[src/rtl/score_packer.sv]
// Packs ten unsigned class scores, streamed one per beat, into a single frame and holds it until acknowledged.
// Define SCORE_PACKER_ARGMAX_EN to compile in a running argmax tracker driving Index.
module score_packer #(
  parameter int NUM_SIZE = 26
) (
  input  logic                  Clk,
  input  logic                  GlobalResetN,
  input  logic                  Clear,
  input  logic [NUM_SIZE-1:0]   ScoreIn,
  input  logic                  ScoreValid,
  output logic                  ScoreReady,
  output logic [NUM_SIZE*10-1:0] Num,
  output logic                  NumValid,
  input  logic                  NumAck,
  output logic [3:0]            Index
);

  typedef enum logic {FILL = 1'b0, HOLD = 1'b1} state_t;

  state_t                 state_q, state_d;
  logic [3:0]             cnt_q, cnt_d;
  logic                   run_q;
  logic [NUM_SIZE*10-1:0] num_q;
  logic                   accept;

  // run_q keeps ScoreReady low until the first edge after reset release
  assign ScoreReady = run_q & (state_q == FILL);
  assign accept     = ScoreValid & ScoreReady;
  assign NumValid   = (state_q == HOLD);
  assign Num        = num_q;

  always_comb begin
    state_d = state_q;
    cnt_d   = cnt_q;
    if (Clear) begin
      state_d = FILL;
      cnt_d   = 4'd0;
    end else begin
      case (state_q)
        FILL: begin
          if (accept) begin
            if (cnt_q == 4'd9) begin
              cnt_d   = 4'd0;
              state_d = HOLD;
            end else begin
              cnt_d = cnt_q + 4'd1;
            end
          end
        end
        HOLD: begin
          if (NumAck) state_d = FILL;
        end
        default: state_d = FILL;
      endcase
    end
  end

  always_ff @(posedge Clk or negedge GlobalResetN) begin
    if (!GlobalResetN) begin
      state_q <= FILL;
      cnt_q   <= 4'd0;
      run_q   <= 1'b0;
    end else begin
      state_q <= state_d;
      cnt_q   <= cnt_d;
      run_q   <= 1'b1;
    end
  end

  // Slots not written in the current frame keep their previous contents
  always_ff @(posedge Clk or negedge GlobalResetN) begin
    if (!GlobalResetN) begin
      num_q <= '0;
    end else if (accept && !Clear) begin
      for (int k = 0; k < 10; k++) begin
        if (cnt_q == 4'(k)) num_q[NUM_SIZE*k +: NUM_SIZE] <= ScoreIn;
      end
    end
  end

`ifdef SCORE_PACKER_ARGMAX_EN
  logic [NUM_SIZE-1:0] max_q;
  logic [3:0]          idx_q;
  logic                take;

  // Slot 0 always loads; slot 1 wins ties; later slots need a strictly larger score
  always_comb begin
    take = 1'b0;
    if (cnt_q == 4'd0)      take = 1'b1;
    else if (cnt_q == 4'd1) take = (ScoreIn >= max_q);
    else                    take = (ScoreIn > max_q);
  end

  always_ff @(posedge Clk or negedge GlobalResetN) begin
    if (!GlobalResetN) begin
      max_q <= '0;
      idx_q <= 4'd15;
    end else if (Clear) begin
      max_q <= '0;
      idx_q <= 4'd15;
    end else if (accept && take) begin
      max_q <= ScoreIn;
      idx_q <= cnt_q;
    end
  end

  assign Index = idx_q;
`else
  assign Index = 4'd15;
`endif

endmodule

[config.mk]
export PLATFORM = sky130hd
export DESIGN_NAME = score_packer
export DESIGN_NICKNAME = d
export VERILOG_FILES = /design/src/rtl/score_packer.sv
export SDC_FILE = /design/constraint.sdc
export NUM_CORES = 1
export LEC_CHECK = 0
export ABC_AREA = 1
export BUFFER_PORTS_ARGS = -buffer_cell sky130_fd_sc_hd__buf_2
export CAP_MARGIN = 15
export CELL_PAD_IN_SITES_DETAIL_PLACEMENT = 2
export CELL_PAD_IN_SITES_GLOBAL_PLACEMENT = 2
export CORE_MARGIN = 5
export CORE_UTILIZATION = 33
export DETAILED_ROUTE_END_ITERATION = 6
export PLACE_DENSITY = 0.87
export REMOVE_ABC_BUFFERS = 1
export SYNTH_ARGS = -nofsm -noshare
export SYNTH_HDL_FRONTEND = slang
export SYNTH_SLANG_ARGS = --single-unit
[constraint.sdc]
create_clock -name Clk -period 2.8 [get_ports Clk]
set_clock_uncertainty 0.05 [all_clocks]
set_input_delay 0.7 -clock Clk [delete_from_list [all_inputs] [get_ports Clk]]
set_output_delay 0.7 -clock Clk [all_outputs]
set_load 0.03 [all_outputs]
### Word level (Yosys, flattened, before mapping)

Cells that the tools add are included.

| operators by class | value |
|---|---|
| $add $sub $neg | 1 |
| mux-type cells | 9 |
| eq/ne operators | 10 |
| bitwise operators | 3 |
| reductions and logical operators | 15 |

Operators by type and width:

| kind | number |
|---|---|
| 2-bit AND reduction | 11 |
| 4-bit by 3-bit == test with 1-bit output, second input constant | 4 |
| 4-bit 2-to-1 mux | 4 |
| 4-bit by 2-bit == test with 1-bit output, second input constant | 2 |
| 4-bit == test, second input constant | 2 |
| 4-bit by 1-bit adder with 4-bit output, second input constant | 1 |
| 4-bit by 1-bit == test with 1-bit output, second input constant | 1 |
| 4-bit logical NOT | 1 |
| 1-bit 2-to-1 mux | 4 |
| 1-bit AND | 2 |
| 2-bit inequality test, second input constant | 1 |
| 1-bit case mux with 2 select lines | 1 |
| 2-bit nonzero test | 1 |
| 1-bit logical AND | 1 |
| 1-bit logical NOT | 1 |
| 1-bit inverter | 1 |

| word-level totals | value |
|---|---|
| output and inout port bits | 266 |
| input bits | 31 |
| logic and storage cells | 51 |
| register bits after elaboration | 266 |

### Logic depth before layout (Yosys ltp)

| depth | value |
|---|---|
| word-level depth | 6 |
| depth in mapped cells | 8 |
| mapped depth without buffers | 6 |

### Least setup slack after synthesis

OpenSTA, ideal clock, no wires.

| timing path | value |
|---|---|
| kind | reg2out |
| from | register state_q (netlist: NumValid) |
| to | output ScoreReady |
| buffers on the path | 0 |
| setup slack | 1.070 ns |
| required time | 2.050 ns |
| cell stages (with the launch flop) | 2 |
| arrival | 0.980 ns |
| cells stage by stage | dfrtp_1 nor2_1 |

| between the ends | value |
|---|---|
| cells in the longest elaborated chain, start to end | 2 |

Ends and longest elaborated chain:

| item | RTL line | source |
|---|---|---|
| start: declaration | 20 | `state_t state_q, state_d;` |
| start signal: assignment | 64 | `state_q <= state_d;` |
| 1-bit inverter | -- |  |
| 1-bit AND | 27 | `assign ScoreReady = run_q & (state_q == FILL);` |
| end: declaration | 11 | `output logic ScoreReady,` |

No other way between the ends.

### Worst setup path in the final report

Same ends and word-level chain as after synthesis.

==> run_summary.xml <==
<?xml version="1.0" encoding="UTF-8"?>
<metrics>
  <group name="global_route">
    <metric name="globalRouteMet2Util" unit="">0.410</metric>
    <metric name="antenna_found_initial" unit="">0</metric>
    <metric name="number_of_global_route_vias_before_repair" unit="">11000</metric>
    <metric name="grt_overflow" unit="">0</metric>
    <metric name="grt.met3_usage" unit="">0.0382</metric>
    <metric name="maximum_number_of_pins_on_one_net_before_global_route_repair" unit="">84</metric>
    <metric name="first_pass_grt_wire_length" unit="µm">67000</metric>
    <metric name="track_usage" unit="">0.234</metric>
    <metric name="grt_busiest_layer" unit="">met2</metric>
    <metric name="use_met1" unit="">0.304</metric>
  </group>
  <group name="floorplan">
    <metric name="row_count" unit="">66</metric>
    <metric name="fp.coreArea" unit="mm²">0.0325</metric>
    <metric name="total_die_area" unit="mm²">0.0367</metric>
    <metric name="initial_core_util" unit="">0.335</metric>
    <metric name="io_pins" unit="">297</metric>
    <metric name="die_width" unit="µm">192</metric>
    <metric name="die_h" unit="µm">192</metric>
  </group>
  <group name="pwr">
    <metric name="combPwrFrac" unit="">0.146</metric>
    <metric name="power.clock.fraction" unit="">0.415</metric>
    <metric name="static-leakage-power" unit="nW">8.20</metric>
    <metric name="cell_internal_pwr" unit="W">0.00686</metric>
    <metric name="power.switching_fraction" unit="">0.296</metric>
    <metric name="net-switching-power" unit="W">0.00288</metric>
    <metric name="p_per_area" unit="mW/mm²">715</metric>
    <metric name="power.sequential.fraction" unit="">0.438</metric>
    <metric name="ir_worst_vdd" unit="µV">431</metric>
  </group>
  <group name="synth">
    <metric name="netlist_top_cells_area" unit="">sky130_fd_sc_hd__dfrtp_1, sky130_fd_sc_hd__nand2_1, sky130_fd_sc_hd__nand3_1, sky130_fd_sc_hd__buf_2, sky130_fd_sc_hd__buf_4</metric>
    <metric name="post_synth_inst_count" unit="">1208</metric>
    <metric name="list_of_most_frequent_post_synthesis_cells" unit="">sky130_fd_sc_hd__nand2_1, sky130_fd_sc_hd__dfrtp_1, sky130_fd_sc_hd__nand3_1</metric>
    <metric name="synthesis_warnings" unit="">0</metric>
    <metric name="post-synth-top-count-cell" unit="">sky130_fd_sc_hd__nand2_1</metric>
    <metric name="synth_async_reset_ratio" unit="">1.00</metric>
    <metric name="ys_ff_latch" unit="">266</metric>
    <metric name="synth.distinct_cells" unit="">20</metric>
    <metric name="yosysSeqAreaShare" unit="">0.611</metric>
    <metric name="synth.cell_area" unit="mm²">0.0109</metric>
    <metric name="syn_avg_cell_area" unit="µm²">9.01</metric>
    <metric name="synthDominantCellAreaShare" unit="">0.611</metric>
    <metric name="ys_dominant_reg_cell" unit="">sky130_fd_sc_hd__dfrtp_1</metric>
    <metric name="synth-edff-count" unit="">0</metric>
    <metric name="synth_top_area_cell" unit="">sky130_fd_sc_hd__dfrtp_1</metric>
  </group>
  <group name="timing">
    <metric name="grt_setup_unrepaired" unit="">no</metric>
    <metric name="finalHoldWorstSlack" unit="ps">58.4</metric>
    <metric name="slew_headroom" unit="">0.564</metric>
    <metric name="timing.final.max_slew_violations" unit="">0</metric>
    <metric name="fmax" unit="GHz">0.484</metric>
    <metric name="layout_min_cycle_time" unit="ps">2060</metric>
    <metric name="timing.final.setup_violations" unit="">0</metric>
    <metric name="hold_violations" unit="">0</metric>
    <metric name="worst-slew-pin-transition" unit="ps">651</metric>
    <metric name="fin_crit_share" unit="">0.737</metric>
  </group>
  <group name="clock_network">
    <metric name="post_cts_resized" unit="">0</metric>
    <metric name="clk_pin_slew_worst_paths" unit="ps">60</metric>
    <metric name="cts_num_sinks" unit="">266</metric>
    <metric name="h_tree_lvl_count" unit="">1</metric>
    <metric name="cts_tree" unit="">built</metric>
    <metric name="postcts_setup_bufs" unit="">0</metric>
    <metric name="tritoncts_buffers" unit="">30</metric>
    <metric name="cts-root-to-sink-buffers" unit="">3</metric>
    <metric name="root_buffer" unit="">sky130_fd_sc_hd__clkbuf_16</metric>
    <metric name="hold_buffers" unit="">0</metric>
    <metric name="clkLatencyLatePin" unit="ps">550</metric>
  </group>
  <group name="worst_setup_path">
    <metric name="crit_fanout" unit="">5</metric>
    <metric name="critical_path_end_type" unit="">output port</metric>
    <metric name="worstSetupPathType" unit="">register to output port</metric>
    <metric name="cp_data_arrival_time" unit="ps">1310</metric>
    <metric name="reg2regPathDepth" unit="">6</metric>
    <metric name="r2r_start" unit="">cnt_q[2]</metric>
    <metric name="reg2reg_setup_slack" unit="ps">830</metric>
    <metric name="critical_path.startpoint_type" unit="">register</metric>
    <metric name="r2r-end" unit="">Num[72]</metric>
    <metric name="cp_data_required_time" unit="ps">2050</metric>
  </group>
  <group name="finish">
    <metric name="nets" unit="">1488</metric>
    <metric name="layoutNonFillerInstCount" unit="">1923</metric>
    <metric name="num-fill-cells" unit="">3660</metric>
    <metric name="antenna-diode-count" unit="">0</metric>
    <metric name="multi_input_comb_area" unit="mm²">0.00363</metric>
    <metric name="area_growth_syn_to_layout" unit="%">25.1</metric>
    <metric name="layout.area.seq" unit="mm²">0.00666</metric>
    <metric name="drive_gt1_frac" unit="">0.268</metric>
  </group>
  <group name="detailed_routing">
    <metric name="via_per_inst" unit="">5.06</metric>
    <metric name="wl" unit="µm">43400</metric>
    <metric name="vias" unit="">9728</metric>
    <metric name="drtAntennaViolNets" unit="">0</metric>
    <metric name="starting_drt_drc_count" unit="">506</metric>
    <metric name="drc" unit="">0</metric>
    <metric name="route.detailed.wl_per_inst" unit="µm">22.5</metric>
    <metric name="detail_route.first_pass.iterations" unit="">5</metric>
  </group>
  <group name="placed_design">
    <metric name="portBuffers" unit="">292</metric>
    <metric name="place_congestion" unit="">0.747</metric>
    <metric name="post-dp-hpwl" unit="µm">29000</metric>
    <metric name="dp.cells" unit="">1867</metric>
  </group>
  <group name="min_path">
    <metric name="hold_class" unit="">primary input to async pin</metric>
  </group>
  <group name="run_status">
    <metric name="run_status" unit="">finished clean</metric>
  </group>
  <group name="flow_run">
    <metric name="maxCapViolations" unit="">0</metric>
  </group>
</metrics>
-- critical path, cell delays in order, from the launching register on --
cell and delay [ps]:
sky130_fd_sc_hd__dfrtp_1 440, sky130_fd_sc_hd__nor2_1 120, sky130_fd_sc_hd__buf_2 200
-- layer usage --
layer,up-vias,share of wire
li1,4326,-
met1,5075,0.42
met3,66,0.054
met2,261,0.50
met5,-,0
met4,0,0.026
-- power groups by stage --
stage | clock network, W | registers [W] | logic [W]
after detailed placement | 0 | 0.00433 | 0.00145
after floorplan | 0 | 0.00481 | 0.000273
after global placement | 0 | 0.00432 | 0.00139
after CTS | 0.00413 | 0.00427 | 0.00145
after global routing | 0.00432 | 0.00430 | 0.00153
final | 0.00404 | 0.00427 | 0.00142
-- final cells by class --
| cell class | instances | share of cell area |
|---|---|---|
| sequential | 266 | 0.489 |
| multi-input combinational | 835 | 0.266 |
| timing repair buffer | 313 | 0.126 |
| clock buffer | 45 | 0.0674 |
| tap | 442 | 0.0406 |
| clock inverter | 11 | 0.00772 |
| inverter | 11 | 0.00303 |
-- state kept, by name, indices dropped and copies added, names as in the netlist --
register / cells
Num: 260
NumValid: 1
cnt_q: 4
run_q: 1
-- worst max path at each step --
| stage | start | end | slack, ps |
|---|---|---|---|
| 2_1_floorplan | ScoreValid | Num[0] | -2240 |
| 3_3_place_gp | ScoreValid | Num[22] | 690 |
| 3_5_place_dp | ScoreValid | Num[211] | 580 |
| 5_1_grt | NumValid | ScoreReady | 660 |
| 4_1_cts | NumValid | ScoreReady | 710 |
| 6_report | NumValid | ScoreReady | 740 |
-- layout by cell type (no fill, tap or decap), drive strengths merged --
master / count
dfrtp: 266
clkbuf: 45
nor2: 11
bufinv: 2
nand2: 550
nand3: 265
inv: 11
nand4: 1
o21ai: 2
conb: 5
buf: 313
a21oi: 1
clkinv: 9
-- cell families (layout without fill, tap and decap cells) --
| family | count (synthesis) | in the layout | synth area share |
|---|---|---|---|
| simple gates | 827 | 827 | 0.330 |
| flops | 266 | 266 | 0.611 |
| compound gates | 3 | 3 | 0.00138 |
| other cells | 1 | 5 | 0.000344 |
| buf+inv | 111 | 380 | 0.0570 |
-- stage by stage --
step / area [µm²] / setup TNS (ps) / total power [W] / worst slack [ps] / utilization
final: 13600 / 0 / 0.00974 / 736 / 0.419
after global routing: 13600 / 0 / 0.0101 / 656 / 0.419
after CTS: 13600 / 0 / 0.00985 / 714 / 0.419
after detailed placement: 12600 / 0 / 0.00577 / 584 / 0.387
after global placement: 12600 / 0 / 0.00571 / 686 / 0.387
after floorplan: 10300 / -546580 / 0.00508 / -2240 / -
No activity file was read; power rests on OpenSTA's default activity.
